$ cat config.mk
export PLATFORM = sky130hd
export DESIGN_NAME = bt_cmd_parser
export DESIGN_NICKNAME = d
export VERILOG_FILES = /design/src/rtl/bt_cmd_parser.sv
export SDC_FILE = /design/constraint.sdc
export NUM_CORES = 1
export LEC_CHECK = 0
export ABC_AREA = 0
export CELL_PAD_IN_SITES_DETAIL_PLACEMENT = 1
export CELL_PAD_IN_SITES_GLOBAL_PLACEMENT = 2
export CORE_UTILIZATION = 43
export DETAILED_ROUTE_END_ITERATION = 8
export DONT_BUFFER_PORTS = 1
export GPL_TIMING_DRIVEN = 0
export HOLD_SLACK_MARGIN = 0.08
export PLACE_DENSITY = 0.85
export SLEW_MARGIN = 20
export SYNTH_ARGS = -nofsm -noshare
export SYNTH_HDL_FRONTEND = slang
export SYNTH_SLANG_ARGS = --single-unit
export TNS_END_PERCENT = 30
$ cat constraint.sdc
create_clock -name clk -period 2.5 [get_ports clk]
set_input_delay 0.125 -clock clk [delete_from_list [all_inputs] [get_ports clk]]
set_output_delay 0.125 -clock clk [all_outputs]
set_load 0.05 [all_outputs]
$ cat src/rtl/bt_cmd_parser.sv
// UART command-frame parser: SYNC, CMD, ARG, CHK (CHK = CMD ^ ARG).
// Bytes are taken on the rising edge of byte_valid; an inter-byte timeout drops partial frames.
module bt_cmd_parser #(
  parameter int          CLK_FREQ       = 50000000,
  parameter int          TIMEOUT_CYCLES = CLK_FREQ / 100,
  parameter logic [7:0]  SYNC_BYTE      = 8'hAA
) (
  input  logic       clk,
  input  logic       reset,
  input  logic [7:0] byte_in,
  input  logic       byte_valid,
  output logic [7:0] cmd,
  output logic [7:0] arg,
  output logic       cmd_valid,
  output logic       frame_err,
  output logic [7:0] err_count,
  output logic       busy,
  output logic [1:0] state_dbg
);

  typedef enum logic [1:0] {
    WAIT_SYNC = 2'd0,
    GET_CMD   = 2'd1,
    GET_ARG   = 2'd2,
    GET_CHK   = 2'd3
  } state_t;

  localparam logic [23:0] TMO_LAST = 24'(TIMEOUT_CYCLES - 1);

  state_t      state, state_next;
  logic        valid_d;
  logic        accept;
  logic [23:0] tmo_cnt;
  logic [7:0]  cmd_r, arg_r;
  logic        chk_good, chk_bad, timeout;

  assign accept    = byte_valid & ~valid_d;
  assign state_dbg = state;

  // State register
  always_ff @(posedge clk or negedge reset) begin
    if (!reset) state <= WAIT_SYNC;
    else        state <= state_next;
  end

  // Next-state logic; an accepted byte always takes priority over the timeout
  always_comb begin
    state_next = state;
    case (state)
      WAIT_SYNC: if (accept && byte_in == SYNC_BYTE) state_next = GET_CMD;
      GET_CMD:   if (accept) state_next = GET_ARG;
      GET_ARG:   if (accept) state_next = GET_CHK;
      GET_CHK:   if (accept) state_next = WAIT_SYNC;
      default:   state_next = WAIT_SYNC;
    endcase
    if (timeout) state_next = WAIT_SYNC;
  end

  // Output / event decode
  always_comb begin
    busy     = (state != WAIT_SYNC);
    chk_good = (state == GET_CHK) && accept && (byte_in == (cmd_r ^ arg_r));
    chk_bad  = (state == GET_CHK) && accept && (byte_in != (cmd_r ^ arg_r));
    timeout  = (state != WAIT_SYNC) && !accept && (tmo_cnt == TMO_LAST);
  end

  // valid_d resets high so a level already present at reset release is not a new byte
  always_ff @(posedge clk or negedge reset) begin
    if (!reset) begin
      valid_d <= 1'b1;
      tmo_cnt <= '0;
      cmd_r   <= '0;
      arg_r   <= '0;
    end else begin
      valid_d <= byte_valid;
      if (state == WAIT_SYNC || accept) tmo_cnt <= '0;
      else                              tmo_cnt <= tmo_cnt + 24'd1;
      if (state == GET_CMD && accept) cmd_r <= byte_in;
      if (state == GET_ARG && accept) arg_r <= byte_in;
    end
  end

  always_ff @(posedge clk or negedge reset) begin
    if (!reset) begin
      cmd       <= '0;
      arg       <= '0;
      cmd_valid <= 1'b0;
      frame_err <= 1'b0;
      err_count <= '0;
    end else begin
      cmd_valid <= chk_good;
      frame_err <= chk_bad | timeout;
      if (chk_good) begin
        cmd <= cmd_r;
        arg <= arg_r;
      end
      if ((chk_bad || timeout) && err_count != 8'hFF) err_count <= err_count + 8'd1;
    end
  end

endmodule
==> results.md <==
- Sw Share: 0.359
- Min-delay src: byte_in[0]
- Avg Cell Area, Syn: 12.1 sq um
- Worst r2r src: arg_r[1]$_DFFE_PN0P_
- Area delta synth->final: 13.9%
- DRT Pass-1 Iters: 4
- CP max stage delay: 0.48 ns
- Largest net degree at the start of global routing: 70
- Post-synthesis register bit count: 69
- Max clock buf depth: 2
- Die width: 90.8 um
- CP delay by family, top: simple AND/OR/NAND/NOR gates
- Final Wtd Congestion: 0.734
- CTS H-Tree Depth: 3
- Placed Instances: 382
- Worst Setup Start Kind: flop
- Pint: 0.00237 W
- Clock Latency Late Sink: 0.35 ns
- Mapped Nets: 298
- Number of global-route vias before repair: 2,432
- Share of flip-flops with an asynchronous set or reset: 1.00
- Endpoints failing setup: 0
- Worst EP required: 2.73 ns
- CP max stage cell: nor3_4
- Clock Sinks: 69
- Clock share of power: 0.256
- Crit. Startpoint: arg_r[1]$_DFFE_PN0P_
- M3 GR Usage: 0.0505
- Status: completed
- CTS root buf: clkbuf_8
- Worst path bufs/invs: 1
- Slew Limit Fails: 0
- Antenna violations before repair: 0
- Crit path max fanout: 10
- Share of layout cells above drive strength 1: 0.221
- Initial core utilization: 0.441
- Grt ovf: 0
- Final Hold Viols: 0
- Prevailing post-synth register cell: dfrtp_1
- DRC: 0
- CTS tree: yes
- Comb power frac: 0.258
- Vias: 2,252
- Leakage power: 1.74 nW
- Unrepaired setup endpoints after global routing: false
- Sequential area share after synthesis: 0.509
- Worst slew margin: 0.558
- Post-Route WL: 7.52 mm
- Sw power: 0.00133 W
- IO Count: 40
- Rows: 32
- Post-synth EDFFs: 0
- Final Skew: 0.0153 ns
- Largest cells by area after synthesis: dfrtp_1 50%, mux2_2 12%, xnor3_1 5.3%
- Max cap viols: 0
- Top cell type's share of synthesized area: 0.502
- Core area: 7690 sq um
- Worst slack, placed: -0.0921 ns
- Final Non-Filler Cells: 409
- Die height: 90.8 um
- First-pass GRT wire length: 12.9 mm
- Fin worst setup slack: 0.151 ns
- Synthesized cell area: 3390 sq um
- Ys Warns: 0
- Library cells used by synthesis: 45
- Max Freq: 426 MHz
- Min cycle time layout: 2.35 ns
- Inserted Clock Buffers: 9
- Synth Instances: 280
- GRT Util Overall: 0.205
- Data arrival, critical path: 2.58 ns
- Crit Path Category: reg2reg
- Minimum hold slack: 0.172 ns
- Post-DP HPWL: 4.93 mm
- Ant diodes: 0
- Most Crowded Layer GR: met2
- Die area: 8250 sq um
- Via-to-Cell Ratio: 5.51
- Port Buffer Count: 0
- Total power draw: 0.00370 W
- PD cells: 958 nW/um^2
- Post-synth top area cell: dfrtp_1
- Antenna viol nets, final: 0
- Period utilisation layout: 0.939
- Seq pwr share: 0.486
- GR met2 Demand/Resource: 0.340
- Final nets: 320
- Worst-margin pin slew: 0.663 ns
- CP endpoint kind: flop
- M1 GR Usage: 0.257
- Cell Chain, Critical Path: xnor3_1 > nand4_1 > nor3_4 > buf_4 > mux2_2
- HP Class: in2reg
- Detailed Route Iter0 Violations: 87
- Clock transition time at the flip-flop clock pins of the worst setup and hold paths: 0.09 ns
- WL per Instance: 18.4 um
- Peak supply drop: 535 uV
layout by cell type, fill, tap and decap left out, types with 3 or more instances in the layout:
cell           count
dfrtp_1           66
xor2_1             8
nor4_1             4
ha_1               7
mux2_2            36
xnor3_1            8
nor2_1            25
nor3_1             8
dlygate4sd3_1     10
clkinvlp_4         3
clkbuf_1           5
nand2_1           15
a21oi_1            3
clkbuf_8          10
nand4_1           10
nor2b_1            3
inv_1              6
or3_1              3
xnor2_1           13
nand3_1           15
o21ai_0            4
and3_1             8
area by class of cell:
cell class	count	area, sq um
fillers	820	3820
well taps	102	128
repair buffers	11	128
plain buffers	7	31.3
clock buffers	10	138
clock inverters	6	70.1
multi-input cells	198	1620
inverters	6	22.5
flip-flops and latches	69	1730
kinds of logic after synthesis:
family                     after synthesis  synth area share
and+or+nand+nor                        106             0.178
DFF                                     69             0.509
muxes                                   38             0.126
xor gates and xnor gates                29             0.107
AOI/OAI and AO/OA                       18            0.0376
buffers and inverters                   13            0.0159
adders and majority gates                7            0.0258
per-stage QoR:
stage | instance area (sq um) | util | TNS, ns
floorplan | 3390 | - | 0
global placement | 3520 | 0.458 | -0.368
detailed placement | 3520 | 0.458 | -0.667
CTS | 3860 | 0.503 | 0
global route | 3860 | 0.503 | 0
finish | 3860 | 0.503 | 0
routing by layer:
metal / vias to the layer above / routed length [um]
li1: 1048 / -
met1: 1152 / 3330
met2: 42 / 3760
met3: 10 / 295
met4: 0 / 134
met5: - / 0
worst paths after layout:
path | endpoint | slack [ns] | cells after the start
setup / recovery | arg[1]$_DFFE_PN0P_ | 0.15 | 5
hold / removal | state_dbg[0]$_DFFE_PN0P_ | 0.17 | 4
setup reg to reg | arg[1]$_DFFE_PN0P_ | 0.15 | 5
hold reg to reg | tmo_cnt[0]$_DFF_PN0_ | 0.54 | 1
max in group asynchronous | state_dbg[1]$_DFFE_PN0P_ | 1.87 | 2
min in group asynchronous | arg_r[1]$_DFFE_PN0P_ | 0.32 | 2
sequential cells by signal, summed over array words and instances (netlist names):
register and cells:
valid_d 1, state_dbg 2, arg_r 8, tmo_cnt 24, err_count 8, cmd 8, frame_err 1, arg 8
cmd_r 8, cmd_valid 1
Yosys cell counts, types with 2 or more instances:
cell type,count
dfrtp_1,68
mux2_2,36
nor2_1,25
nand2_1,15
nand3_1,15
xnor2_1,13
nand4_1,10
and3_1,8
nor3_1,8
xnor3_1,8
xor2_1,8
ha_1,7
inv_1,6
clkbuf_1,5
nor4_1,4
o21ai_0,4
a21oi_1,3
nor2b_1,3
or3_1,3
a211oi_1,2
a21boi_1,2
and4_1,2
nor4_4,2
nor4bb_1,2
power by group through the flow:
| stage | combinational [W] | clock (W) | sequential [W] |
|---|---|---|---|
| 6_report | 0.000954 | 0.000948 | 0.00180 |
| 5_1_grt | 0.00104 | 0.00100 | 0.00184 |
| 4_1_cts | 0.000958 | 0.000970 | 0.00180 |
| 3_5_place_dp | 0.000907 | 0 | 0.00182 |
| 3_3_place_gp | 0.000873 | 0 | 0.00180 |
| 2_1_floorplan | 0.000763 | 0 | 0.00174 |
worst register-to-register path: stages, from the launching register on:
cell     delay, ns
dfrtp_1       0.40
xnor3_1       0.40
nand4_1       0.28
nor3_4        0.48
buf_4         0.30
mux2_2        0.38
repair_timing:
action / in CTS / in global routing
setup buffers: 0 / 0
endpoints found under the hold margin: 86 / 0
hold buffers: 11 / 0
resized for setup: 3 / 0
setup endpoints to repair: 14 / 8
pin swaps: 0 / 1
Power figures use the tool's default switching activity.
